File: src/rtl/multi_zone_irrigation_ctrl_if.sv
// Sensor inputs and valve/status outputs of the multi-zone irrigation controller.
// master = sensor/driver side, slave = controller.
interface multi_zone_irrigation_ctrl_if #(
    parameter int N_ZONES = 4
);
    logic               high_level_indicator_i;
    logic               middle_level_indicator_i;
    logic               low_level_indicator_i;
    logic [N_ZONES-1:0] soil_dry_i;
    logic [N_ZONES-1:0] temp_high_i;
    logic [N_ZONES-1:0] zone_enable_i;
    logic               inlet_valve_o;
    logic               error_indicator_o;
    logic               alarm_state_o;
    logic [N_ZONES-1:0] sprinkler_valve_o;
    logic [N_ZONES-1:0] drip_valve_o;
    logic [2:0]         active_zone_o;
    logic               busy_o;

    modport master (
        output high_level_indicator_i, middle_level_indicator_i, low_level_indicator_i,
        output soil_dry_i, temp_high_i, zone_enable_i,
        input  inlet_valve_o, error_indicator_o, alarm_state_o,
        input  sprinkler_valve_o, drip_valve_o, active_zone_o, busy_o
    );

    modport slave (
        input  high_level_indicator_i, middle_level_indicator_i, low_level_indicator_i,
        input  soil_dry_i, temp_high_i, zone_enable_i,
        output inlet_valve_o, error_indicator_o, alarm_state_o,
        output sprinkler_valve_o, drip_valve_o, active_zone_o, busy_o
    );
endinterface

File: src/rtl/multi_zone_irrigation_ctrl.sv
// Round-robin shared-pump irrigation scheduler with tank supervision; optional DEBOUNCE_EN sensor filter.
// Latency: 2-FF sync (+DEBOUNCE_CYCLES if DEBOUNCE_EN) plus one registered output stage; no backpressure.
module multi_zone_irrigation_ctrl #(
    parameter int N_ZONES         = 4,
    parameter int TIMER_W         = 16,
    parameter int SPRINKLE_CYCLES = 1000,
    parameter int DRIP_CYCLES     = 4000,
    parameter int HOLDOFF_CYCLES  = 200,
    parameter int DEBOUNCE_CYCLES = 8
) (
    input  logic                           clk,
    input  logic                           reset,
    multi_zone_irrigation_ctrl_if.slave    io
);
    localparam int ZW = (N_ZONES > 1) ? $clog2(N_ZONES) : 1;
    localparam int NB = 3 + 3 * N_ZONES;
    // Level sensors come out of reset reading "full" so the inlet and alarm stay quiet.
    localparam logic [NB-1:0] SYNC_RST = {3'b111, {(3 * N_ZONES){1'b0}}};
    localparam logic [TIMER_W-1:0] SPR_T  = TIMER_W'(SPRINKLE_CYCLES - 1);
    localparam logic [TIMER_W-1:0] DRIP_T = TIMER_W'(DRIP_CYCLES - 1);
    localparam logic [TIMER_W-1:0] HOLD_T = TIMER_W'(HOLDOFF_CYCLES - 1);

    typedef enum logic [1:0] {IDLE, RUN, HOLDOFF, FAULT} state_e;

    logic [NB-1:0] raw, s1_q, s2_q, flt;

    assign raw = {io.high_level_indicator_i, io.middle_level_indicator_i, io.low_level_indicator_i,
                  io.soil_dry_i, io.temp_high_i, io.zone_enable_i};

    always_ff @(posedge clk) begin
        if (reset) begin
            s1_q <= SYNC_RST;
            s2_q <= SYNC_RST;
        end else begin
            s1_q <= raw;
            s2_q <= s1_q;
        end
    end

`ifdef DEBOUNCE_EN
    localparam int CW = $clog2(DEBOUNCE_CYCLES + 1);
    logic [NB-1:0] db_q;
    logic [CW-1:0] cnt_q [NB];

    always_ff @(posedge clk) begin
        if (reset) begin
            db_q <= SYNC_RST;
            for (int b = 0; b < NB; b++) cnt_q[b] <= '0;
        end else begin
            for (int b = 0; b < NB; b++) begin
                if (s2_q[b] == db_q[b]) begin
                    cnt_q[b] <= '0;
                end else if (cnt_q[b] == CW'(DEBOUNCE_CYCLES - 1)) begin
                    db_q[b]  <= s2_q[b];
                    cnt_q[b] <= '0;
                end else begin
                    cnt_q[b] <= cnt_q[b] + 1'b1;
                end
            end
        end
    end

    assign flt = db_q;
`else
    assign flt = s2_q;
`endif

    logic               hi, mid, lo, err;
    logic [N_ZONES-1:0] dry, temp, en, req;

    assign hi   = flt[NB-1];
    assign mid  = flt[NB-2];
    assign lo   = flt[NB-3];
    assign dry  = flt[3*N_ZONES-1 -: N_ZONES];
    assign temp = flt[2*N_ZONES-1 -: N_ZONES];
    assign en   = flt[N_ZONES-1:0];
    assign req  = dry & en;
    assign err  = (hi & ~mid) | (hi & ~lo) | (mid & ~lo);

    state_e             state_q, state_d;
    logic [ZW-1:0]      zone_q, zone_d, ptr_q, ptr_d, off, pick, zone_nxt;
    logic [ZW:0]        pick_sum;
    logic [TIMER_W-1:0] timer_q, timer_d;
    logic               drip_q, drip_d, clean_q, clean_d;
    logic [2*N_ZONES-1:0] req2, rot;

    // Rotating the doubled request vector puts the pointer zone at bit 0.
    assign req2 = {req, req};
    assign rot  = req2 >> ptr_q;

    always_comb begin
        off = '0;
        for (int i = N_ZONES - 1; i >= 0; i--) begin
            if (rot[i]) off = ZW'(i);
        end
    end

    assign pick_sum = {1'b0, ptr_q} + {1'b0, off};
    assign pick     = (pick_sum >= (ZW + 1)'(N_ZONES)) ? ZW'(pick_sum - (ZW + 1)'(N_ZONES))
                                                       : pick_sum[ZW-1:0];
    assign zone_nxt = (zone_q == ZW'(N_ZONES - 1)) ? '0 : zone_q + 1'b1;

    always_comb begin
        state_d = state_q;
        zone_d  = zone_q;
        ptr_d   = ptr_q;
        timer_d = timer_q;
        drip_d  = drip_q;
        clean_d = clean_q;
        if (err) begin
            state_d = FAULT;
            clean_d = 1'b0;
        end else begin
            case (state_q)
                IDLE: begin
                    if (lo && |req) begin
                        state_d = RUN;
                        zone_d  = pick;
                        drip_d  = temp[pick];
                        timer_d = temp[pick] ? DRIP_T : SPR_T;
                    end
                end
                RUN: begin
                    if (!lo || !en[zone_q] || timer_q == '0) begin
                        state_d = HOLDOFF;
                        timer_d = HOLD_T;
                        ptr_d   = zone_nxt;
                    end else begin
                        timer_d = timer_q - 1'b1;
                    end
                end
                HOLDOFF: begin
                    if (timer_q == '0) state_d = IDLE;
                    else               timer_d = timer_q - 1'b1;
                end
                FAULT: begin
                    if (clean_q) begin
                        state_d = IDLE;
                        clean_d = 1'b0;
                    end else begin
                        clean_d = 1'b1;
                    end
                end
                default: state_d = IDLE;
            endcase
        end
    end

    logic               inlet_q, inlet_d, err_q, alarm_q, busy_q, busy_d;
    logic [2:0]         act_q, act_d;
    logic [N_ZONES-1:0] spr_q, spr_d, dvl_q, dvl_d, vvec;

    always_comb begin
        inlet_d = inlet_q;
        if (state_d == FAULT) inlet_d = 1'b0;
        else if (!mid)        inlet_d = 1'b1;
        else if (hi)          inlet_d = 1'b0;
    end

    assign busy_d = (state_d == RUN);
    assign vvec   = busy_d ? (N_ZONES'(1) << zone_d) : '0;
    assign spr_d  = drip_d ? '0 : vvec;
    assign dvl_d  = drip_d ? vvec : '0;
    assign act_d  = busy_d ? 3'(zone_d) : 3'd0;

    always_ff @(posedge clk) begin
        if (reset) begin
            state_q <= IDLE;
            zone_q  <= '0;
            ptr_q   <= '0;
            timer_q <= '0;
            drip_q  <= 1'b0;
            clean_q <= 1'b0;
            inlet_q <= 1'b0;
            err_q   <= 1'b0;
            alarm_q <= 1'b0;
            busy_q  <= 1'b0;
            act_q   <= '0;
            spr_q   <= '0;
            dvl_q   <= '0;
        end else begin
            state_q <= state_d;
            zone_q  <= zone_d;
            ptr_q   <= ptr_d;
            timer_q <= timer_d;
            drip_q  <= drip_d;
            clean_q <= clean_d;
            inlet_q <= inlet_d;
            err_q   <= err;
            alarm_q <= err | ~lo;
            busy_q  <= busy_d;
            act_q   <= act_d;
            spr_q   <= spr_d;
            dvl_q   <= dvl_d;
        end
    end

    assign io.inlet_valve_o     = inlet_q;
    assign io.error_indicator_o = err_q;
    assign io.alarm_state_o     = alarm_q;
    assign io.busy_o            = busy_q;
    assign io.active_zone_o     = act_q;
    assign io.sprinkler_valve_o = spr_q;
    assign io.drip_valve_o      = dvl_q;
endmodule

File: src/flat_wrapper.sv
// flat-port wrapper written by rule: the top's interface ports become plain ports
module multi_zone_irrigation_ctrl_flat 
#(
    parameter int N_ZONES         = 4,
    parameter int TIMER_W         = 16,
    parameter int SPRINKLE_CYCLES = 1000,
    parameter int DRIP_CYCLES     = 4000,
    parameter int HOLDOFF_CYCLES  = 200,
    parameter int DEBOUNCE_CYCLES = 8
)
  (clk, reset, io_high_level_indicator_i, io_middle_level_indicator_i, io_low_level_indicator_i, io_soil_dry_i, io_temp_high_i, io_zone_enable_i, io_inlet_valve_o, io_error_indicator_o, io_alarm_state_o, io_sprinkler_valve_o, io_drip_valve_o, io_active_zone_o, io_busy_o);
  multi_zone_irrigation_ctrl_if #(.N_ZONES(N_ZONES)) io_i ();
  input  logic clk;
  input  logic reset;
  input wire logic [$bits(io_i.high_level_indicator_i)-1:0] io_high_level_indicator_i;
  input wire logic [$bits(io_i.middle_level_indicator_i)-1:0] io_middle_level_indicator_i;
  input wire logic [$bits(io_i.low_level_indicator_i)-1:0] io_low_level_indicator_i;
  input wire logic [$bits(io_i.soil_dry_i)-1:0] io_soil_dry_i;
  input wire logic [$bits(io_i.temp_high_i)-1:0] io_temp_high_i;
  input wire logic [$bits(io_i.zone_enable_i)-1:0] io_zone_enable_i;
  output wire logic [$bits(io_i.inlet_valve_o)-1:0] io_inlet_valve_o;
  output wire logic [$bits(io_i.error_indicator_o)-1:0] io_error_indicator_o;
  output wire logic [$bits(io_i.alarm_state_o)-1:0] io_alarm_state_o;
  output wire logic [$bits(io_i.sprinkler_valve_o)-1:0] io_sprinkler_valve_o;
  output wire logic [$bits(io_i.drip_valve_o)-1:0] io_drip_valve_o;
  output wire logic [$bits(io_i.active_zone_o)-1:0] io_active_zone_o;
  output wire logic [$bits(io_i.busy_o)-1:0] io_busy_o;
  assign io_i.high_level_indicator_i = io_high_level_indicator_i;
  assign io_i.middle_level_indicator_i = io_middle_level_indicator_i;
  assign io_i.low_level_indicator_i = io_low_level_indicator_i;
  assign io_i.soil_dry_i = io_soil_dry_i;
  assign io_i.temp_high_i = io_temp_high_i;
  assign io_i.zone_enable_i = io_zone_enable_i;
  assign io_inlet_valve_o = io_i.inlet_valve_o;
  assign io_error_indicator_o = io_i.error_indicator_o;
  assign io_alarm_state_o = io_i.alarm_state_o;
  assign io_sprinkler_valve_o = io_i.sprinkler_valve_o;
  assign io_drip_valve_o = io_i.drip_valve_o;
  assign io_active_zone_o = io_i.active_zone_o;
  assign io_busy_o = io_i.busy_o;
  multi_zone_irrigation_ctrl #(.N_ZONES(N_ZONES), .TIMER_W(TIMER_W), .SPRINKLE_CYCLES(SPRINKLE_CYCLES), .DRIP_CYCLES(DRIP_CYCLES), .HOLDOFF_CYCLES(HOLDOFF_CYCLES), .DEBOUNCE_CYCLES(DEBOUNCE_CYCLES)) u_core (.clk(clk), .reset(reset), .io(io_i));
endmodule
File: config.mk
export PLATFORM = sky130hd
export DESIGN_NAME = multi_zone_irrigation_ctrl_flat
export DESIGN_NICKNAME = d
export VERILOG_FILES = /design/src/rtl/multi_zone_irrigation_ctrl_if.sv /design/src/rtl/multi_zone_irrigation_ctrl.sv /design/src/flat_wrapper.sv
export SDC_FILE = /design/constraint.sdc
export NUM_CORES = 1
export LEC_CHECK = 0
export CORE_MARGIN = 2
export CORE_UTILIZATION = 60
export DETAILED_ROUTE_END_ITERATION = 10
export PLACE_DENSITY = 0.84
export SLEW_MARGIN = 20
export SYNTH_ARGS = -nofsm -noshare
export SYNTH_HDL_FRONTEND = slang
export SYNTH_SLANG_ARGS = --single-unit
File: constraint.sdc
create_clock -name clk -period 5.21 [get_ports clk]
set_clock_uncertainty 0.1 [all_clocks]
set_input_delay 0.521 -clock clk [delete_from_list [all_inputs] [get_ports clk]]
set_output_delay 0.521 -clock clk [all_outputs]
set_load 0.03 [all_outputs]
Word-level counts from Yosys, hierarchy flattened. Cells that the tools add are included.

Flip-flop bits (word level): 69. Input port bits: 17. Output and inout bits: 15. Logic and storage cells: 93.

Add/sub/neg operators: 4. $lt $le $gt $ge: 3. Equal/unequal tests: 9. Shift operators: 2. Mux-type cells: 31. Bitwise logic cells: 12. Reduce and logical (&&, ||, !) cells: 16.

Operator list (number): $mux 16 (3); $pmux 16 s3 (1); $mux 2 (14); $logic_not 16->1 (1); $sub 16x1->16 const B (1); $mux 12 (1); $reduce_or 2->1 (5); $eq 2x2->1 const B (4); $mux 1 (8); $pmux 2 s4 (1); $shr 8x2->4 (1); $lt 2x3->1 const B (2); $not 1->1 (5); $and 4x4->4 (1); $bmux 1 s2 (2); $eq 2x1->1 const B (2); $mux 4 (1); $ne 2x1->1 const B (2); $reduce_and 4->1 (1); $reduce_or 4->1 (1); $shl 1x2->4 const A (1); $add 2x2->3 (1); $and 1x1->1 (3); $ge 3x3->1 const B (1); 10 further kinds (14).

Longest topological paths before layout.
Word-level depth: 16. Depth in mapped cells: 12. Mapped depth without buffers: 12.

Worst setup path after synthesis. No wires, ideal clock.

Kind: flip-flop to flip-flop. From: reg u_core.s2_q[0] (netlist: u_core.flt[0]). To: reg u_core.spr_q[0] (netlist: u_core.io.sprinkler_valve_o[0]). Arrival: 2.595 ns. Setup slack: 2.453 ns. Cell stages (with the launch flop): 11. Path buffers: 1. Period minus slack after synthesis: 2.757 ns. Cell sequence: dfxtp_1 > buf_6 > a22o_2 > or3_1 > nand3_1 > ha_1 > mux2_2 > a21oi_1 > nor4_2 > a211oi_4 > and4_1.

Cells in the longest elaborated chain, start to end: 15. Elaborated cells between the ends (all ways): 33.

RTL lines: start: declaration (RTL line multi_zone_irrigation_ctrl.sv:25) `logic [NB-1:0] raw, s1_q, s2_q, flt;`; start signal: assignment (RTL line multi_zone_irrigation_ctrl.sv:36) `s2_q <= s1_q;`; $and 4x4->4 (RTL line multi_zone_irrigation_ctrl.sv:77) `assign req = dry & en;`; $shr 8x2->4 (RTL line multi_zone_irrigation_ctrl.sv:89) `assign rot = req2 >> ptr_q;`; $mux 2 (4 in series) (RTL line multi_zone_irrigation_ctrl.sv:94) `if (rot[i]) off = ZW'(i);`; $add 2x2->3 (RTL line multi_zone_irrigation_ctrl.sv:98) `assign pick_sum = {1'b0, ptr_q} + {1'b0, off};`; $ge 3x3->1 or $sub 2x1->2 (tied branches) (RTL line multi_zone_irrigation_ctrl.sv:99) `assign pick = (pick_sum >= (ZW + 1)'(N_ZONES)) ? ZW'(pick_sum - (ZW + 1)'(N_ZONES))`; $mux 2 (RTL line multi_zone_irrigation_ctrl.sv:99); $bmux 1 s2 (RTL line multi_zone_irrigation_ctrl.sv:119) `drip_d = temp[pick];`; $mux 1 (not written as such) (RTL line multi_zone_irrigation_ctrl.sv:119); $mux 1 (RTL line multi_zone_irrigation_ctrl.sv:116) `if (lo && |req) begin`; $mux 1 (RTL line multi_zone_irrigation_ctrl.sv:114) `case (state_q)`; $mux 1 (RTL line multi_zone_irrigation_ctrl.sv:110) `if (err) begin`; $reduce_or 2->1 (no line); end signal: assignment (RTL line multi_zone_irrigation_ctrl.sv:193) `spr_q <= spr_d;`; end: declaration (RTL line multi_zone_irrigation_ctrl.sv:151) `logic [N_ZONES-1:0] spr_q, spr_d, dvl_q, dvl_d, vvec;`.

Several ways; a longest one is shown, not always the timed one. The select of a mux whose other input is x is not followed. A chain may end at the register's enable or synchronous reset.

Worst setup path in the final report.
From: reg u_core.s2_q[10] (netlist: u_core.flt[10]). To: reg u_core.spr_q[0] (netlist: u_core.io.sprinkler_valve_o[0]).

Cells in the longest elaborated chain, start to end: 15. Elaborated cells between the ends (all ways): 27.

RTL lines (RTL line): $and 4x4->4 (*) (multi_zone_irrigation_ctrl.sv:77); $shr 8x2->4 (multi_zone_irrigation_ctrl.sv:89); $mux 2 (4 in series) (multi_zone_irrigation_ctrl.sv:94); $add 2x2->3 (multi_zone_irrigation_ctrl.sv:98); $ge 3x3->1 or $sub 2x1->2 (tied branches) (multi_zone_irrigation_ctrl.sv:99); $mux 2 (multi_zone_irrigation_ctrl.sv:99); $bmux 1 s2 (multi_zone_irrigation_ctrl.sv:119); $mux 1 (not written as such) (multi_zone_irrigation_ctrl.sv:119); $mux 1 (multi_zone_irrigation_ctrl.sv:116); $mux 1 (multi_zone_irrigation_ctrl.sv:114); $mux 1 (multi_zone_irrigation_ctrl.sv:110); $reduce_or 2->1 (no line).

Every way passes the cells marked *; elsewhere a longest branch is shown, timed or not. The select of a mux whose other input is x is not followed.

==> metrics.log <==
[metrics] endpoint kind of the worst setup timing path: flop
[metrics] Area Growth Syn to Fin: 17.36%
[metrics] number of filler cells placed in the layout: 413
[metrics] hold violation count in the final report: 0
[metrics] Root Buffer: sky130_fd_sc_hd__clkbuf_8
[metrics] unrepaired setup endpoints after global routing: no
[metrics] die area: just under 6000 sq um
[metrics] IR drop worst, VDD: roughly 0.00026 V
[metrics] standard cell core area: about 5000 sq um
[metrics] initial DRC count: 189
[metrics] clock latency reported for the late side of the worst-skew pair: approximately 340 ps
[metrics] Post-synth EDFFs: 0
[metrics] class of the most critical setup path: flop to flop
[metrics] Overflow after GRT: 0
[metrics] clock transition at the registers of the reported paths: roughly 70 ps
[metrics] TritonCTS clock tree: yes
[metrics] highest signal layer in the routed design: met4
[metrics] net count after synthesis: between 300 and 400
[metrics] highest clock frequency the design can meet: 0.3287 GHz
[metrics] post-synth cell types: between 60 and 70
[metrics] routed wl met2: around 3200 microns
[metrics] via count of the first global-routing pass: about 2,300
[metrics] overall via count from detail_route: ~2,600
[metrics] number of H-tree levels: 3
[metrics] Ports: 32
[metrics] final cycle utilization of the critical path: between 50% and 60%
[metrics] synthesized instance count: about 340
[metrics] residual antenna-violating net count after detailed routing: 0
[metrics] Fin Setup TNS: 0 ps
[metrics] initial antenna violation count: 0
[metrics] synthesized area per cell: 9.271 sq um
[metrics] outcome: completed
[metrics] setup slack of the critical path after layout: 2167 ps
[metrics] DP Worst Slack: about 2200 ps
[metrics] placed standard-cell area: between 3000 and 4000 sq um
[metrics] initial core utilization: 61.93%
[metrics] cells resized by post-CTS repair: 0
[metrics] headroom to the max-slew limit: 37.79%
[metrics] final standard cell area without fillers: approximately 3700 sq um
[metrics] final setup fails: 0
[metrics] Detailed Routing Iterations Pass 1: 4
[metrics] global-route wire length before repair: about 10,000 microns
[metrics] worst endpoint required time: between 5000 and 6000 ps
[metrics] Synth Cell Area: about 3100 sq um
[metrics] drt wl/cell: 14.27 microns
[metrics] number of nets in the finished design: 394
[metrics] total number of yosys warnings: 0
[metrics] startpoint kind of the worst setup timing path: flop
[metrics] count of cells along the worst hold path: 1
[metrics] transition time at the pin with the least slew margin: between 900 and 1000 ps
[metrics] post-CTS repair timing setup buffer count: 0
[metrics] final max-slew violation count: 0
[metrics] total number of clock tree sinks: 68
[metrics] number of maximum-capacitance constraint violations: 0
[metrics] Port-buffer cells: 30
[metrics] share of flip-flops with an asynchronous set or reset: 0%
[metrics] total power: between 1 and 1.5 mW
[metrics] power per unit of standard cell area: approximately 350 nW/um^2
[metrics] Bufs on Longest Clock Path: 2
[metrics] share of synthesized area occupied by flip-flops and latches: a little over two fifths
[metrics] most instantiated flip-flop cell in the synthesis netlist: sky130_fd_sc_hd__dfxtp_1
[metrics] endpoint arrival time on the critical path: 3230 ps
[metrics] standard-cell row count: 26
[metrics] Critical Path Fanout Max: 9
[metrics] overall routing resource usage: between 20 and 25%
[metrics] die extent in y: between 70 and 80 microns
[metrics] count of state elements after synthesis: 68
[metrics] maximum number of pins on one net before global-route repair: between 50 and 60
[metrics] Hold Crit Class: flop to flop
[metrics] global placement routability congestion: 0.9249
[metrics] routed length on met3: between 300 and 400 microns
[metrics] clock period minus final worst setup slack: between 3000 and 4000 ps
[metrics] Met1 Routed Length: ~2600 microns
[metrics] logic depth of the worst register-to-register path: 9
[metrics] estimated wirelength of the detail-placed design: about 4500 microns
[metrics] number of buffers added to fix hold violations after cts: 0
[metrics] DRC: 0
[metrics] via density per instance: 5.776
[metrics] die outline width: 76.38 microns
[metrics] static power due to leakage: ~1.4 nW
[metrics] proportion of layout cells with a drive suffix above 1: roughly an eighth
[metrics] total wire length: between 6000 and 7000 microns
[metrics] # diodes: 0
[metrics] number of buffers created by CTS: 9
## registers in the layout, indices dropped and copies added (netlist names)
signal	flops
u_core.clean_q	1
u_core.io.active_zone_o	2
u_core.ptr_q	2
u_core.io.drip_valve_o	4
u_core.io.sprinkler_valve_o	4
u_core.drip_q	1
u_core.timer_q	16
u_core.io.error_indicator_o	1
u_core.zone_q	2
u_core.io.busy_o	1
u_core.s1_q	15
u_core.io.alarm_state_o	1
u_core.state_q	2
u_core.flt	15
u_core.io.inlet_valve_o	1
## cell usage after synthesis (3+ instances only)
library cell               number  area share, %
sky130_fd_sc_hd__a21boi_0       4           0.96
sky130_fd_sc_hd__a21oi_1       21            3.3
sky130_fd_sc_hd__a22o_1         3           0.84
sky130_fd_sc_hd__a22o_2         3           0.96
sky130_fd_sc_hd__a22oi_1        5            1.2
sky130_fd_sc_hd__a31oi_1        3           0.60
sky130_fd_sc_hd__a32oi_1        4            1.1
sky130_fd_sc_hd__and2_1         5            1.0
sky130_fd_sc_hd__and3_1         4           0.80
sky130_fd_sc_hd__clkbuf_1      10            1.2
sky130_fd_sc_hd__dfxtp_1       68             43
sky130_fd_sc_hd__ha_1           9            3.6
sky130_fd_sc_hd__inv_1         11            1.3
sky130_fd_sc_hd__nand2_1       19            2.3
sky130_fd_sc_hd__nand2b_1       4           0.80
sky130_fd_sc_hd__nand3_1        7            1.1
sky130_fd_sc_hd__nor2_1        28            3.3
sky130_fd_sc_hd__nor2b_1       28            5.6
sky130_fd_sc_hd__nor3_1        11            1.8
sky130_fd_sc_hd__nor3b_1        5            1.2
sky130_fd_sc_hd__nor4_1         3           0.60
sky130_fd_sc_hd__nor4_2         3            1.2
sky130_fd_sc_hd__o21ai_0       21            3.3
sky130_fd_sc_hd__or2_2          6            1.2
## cells in the final DEF, fill, tap and decap left out, types with 3 or more instances in the layout
master / Yosys / routed
sky130_fd_sc_hd__a21boi_0: 4 / 4
sky130_fd_sc_hd__a21oi_1: 21 / 21
sky130_fd_sc_hd__a22o_1: 3 / 3
sky130_fd_sc_hd__a22o_2: 3 / 3
sky130_fd_sc_hd__a22oi_1: 5 / 5
sky130_fd_sc_hd__a31oi_1: 3 / 3
sky130_fd_sc_hd__a32oi_1: 4 / 4
sky130_fd_sc_hd__and2_1: 5 / 5
sky130_fd_sc_hd__and3_1: 4 / 4
sky130_fd_sc_hd__clkbuf_8: 0 / 9
sky130_fd_sc_hd__clkdlybuf4s50_1: 0 / 29
sky130_fd_sc_hd__dfxtp_1: 68 / 68
sky130_fd_sc_hd__ha_1: 9 / 9
sky130_fd_sc_hd__inv_1: 11 / 11
sky130_fd_sc_hd__nand2_1: 19 / 19
sky130_fd_sc_hd__nand2b_1: 4 / 4
sky130_fd_sc_hd__nand3_1: 7 / 7
sky130_fd_sc_hd__nor2_1: 28 / 28
sky130_fd_sc_hd__nor2b_1: 28 / 28
sky130_fd_sc_hd__nor3_1: 11 / 11
sky130_fd_sc_hd__nor3b_1: 5 / 5
sky130_fd_sc_hd__nor4_1: 3 / 3
sky130_fd_sc_hd__nor4_2: 3 / 3
sky130_fd_sc_hd__o21ai_0: 21 / 21
sky130_fd_sc_hd__or2_2: 6 / 6
## critical path, stage by stage (launching register included)
cell,delay (ps)
sky130_fd_sc_hd__dfxtp_1,380
sky130_fd_sc_hd__a22o_2,310
sky130_fd_sc_hd__or3_1,340
sky130_fd_sc_hd__nand3_1,80
sky130_fd_sc_hd__ha_1,400
sky130_fd_sc_hd__mux2_2,390
sky130_fd_sc_hd__a21oi_1,250
sky130_fd_sc_hd__nor4_2,110
sky130_fd_sc_hd__a211oi_4,390
sky130_fd_sc_hd__and4_1,240
## cell families (layout without fill, tap and decap cells)
logic type	Yosys count	in the layout	share of synthesized area [%]
other	1	1	0.1193
muxes	4	4	1.871
buffers and inverters	25	58	3.424
and+or+nand+nor	140	140	25.92
AOI/OAI and AO/OA	90	90	21.22
DFF	68	68	43.31
xor gates and xnor gates	2	2	0.5574
adders and majority gates	9	9	3.583
## metrics by stage
stage,hold WS (ps),util (%),instances
after floorplan,289.5,-,339
after global placement,291.3,68.47,427
after detailed placement,300.3,68.47,427
after CTS,317.0,72.68,442
after global routing,330.1,72.68,442
final,318.3,72.68,442
## path summary, 6_finish.rpt
path,startpoint,endpoint,slack [ps]
worst min-delay path,u_core.s1_q[14],u_core.flt[14],320
worst min register to register,u_core.s1_q[14],u_core.flt[14],320
worst max register to register,u_core.flt[10],u_core.io.sprinkler_valve_o[0],2170
worst max-delay path,u_core.flt[10],u_core.io.sprinkler_valve_o[0],2170
## area by class of cell
| type | count | area [sq um] | area share [%] |
|---|---|---|---|
| Clock buffer | 9 | 123.9 | 3.358 |
| Clock inverter | 6 | 90.09 | 2.442 |
| Inverter | 11 | 41.29 | 1.119 |
| Multi-Input combinational cell | 246 | 1674 | 45.39 |
| Sequential cell | 68 | 1361 | 36.91 |
| Tap cell | 70 | 87.58 | 2.374 |
| Timing Repair Buffer | 32 | 310.3 | 8.412 |
## layer usage
layer,vias up,global-route usage [%]
met5,-,0
met4,0,12.36
met3,12,7.464
met2,70,34.60
met1,1195,27.41
li1,1276,-
## power by group
| part | switching (mW) | leakage, nW | internal [mW] |
|---|---|---|---|
| combinational | 0.146 | 0.695 | 0.108 |
| sequential | 0.0344 | 0.557 | 0.549 |
| clock | 0.194 | 0.105 | 0.267 |
| total | 0.375 | 1.36 | 0.924 |
(Power assumes the default switching activity.)
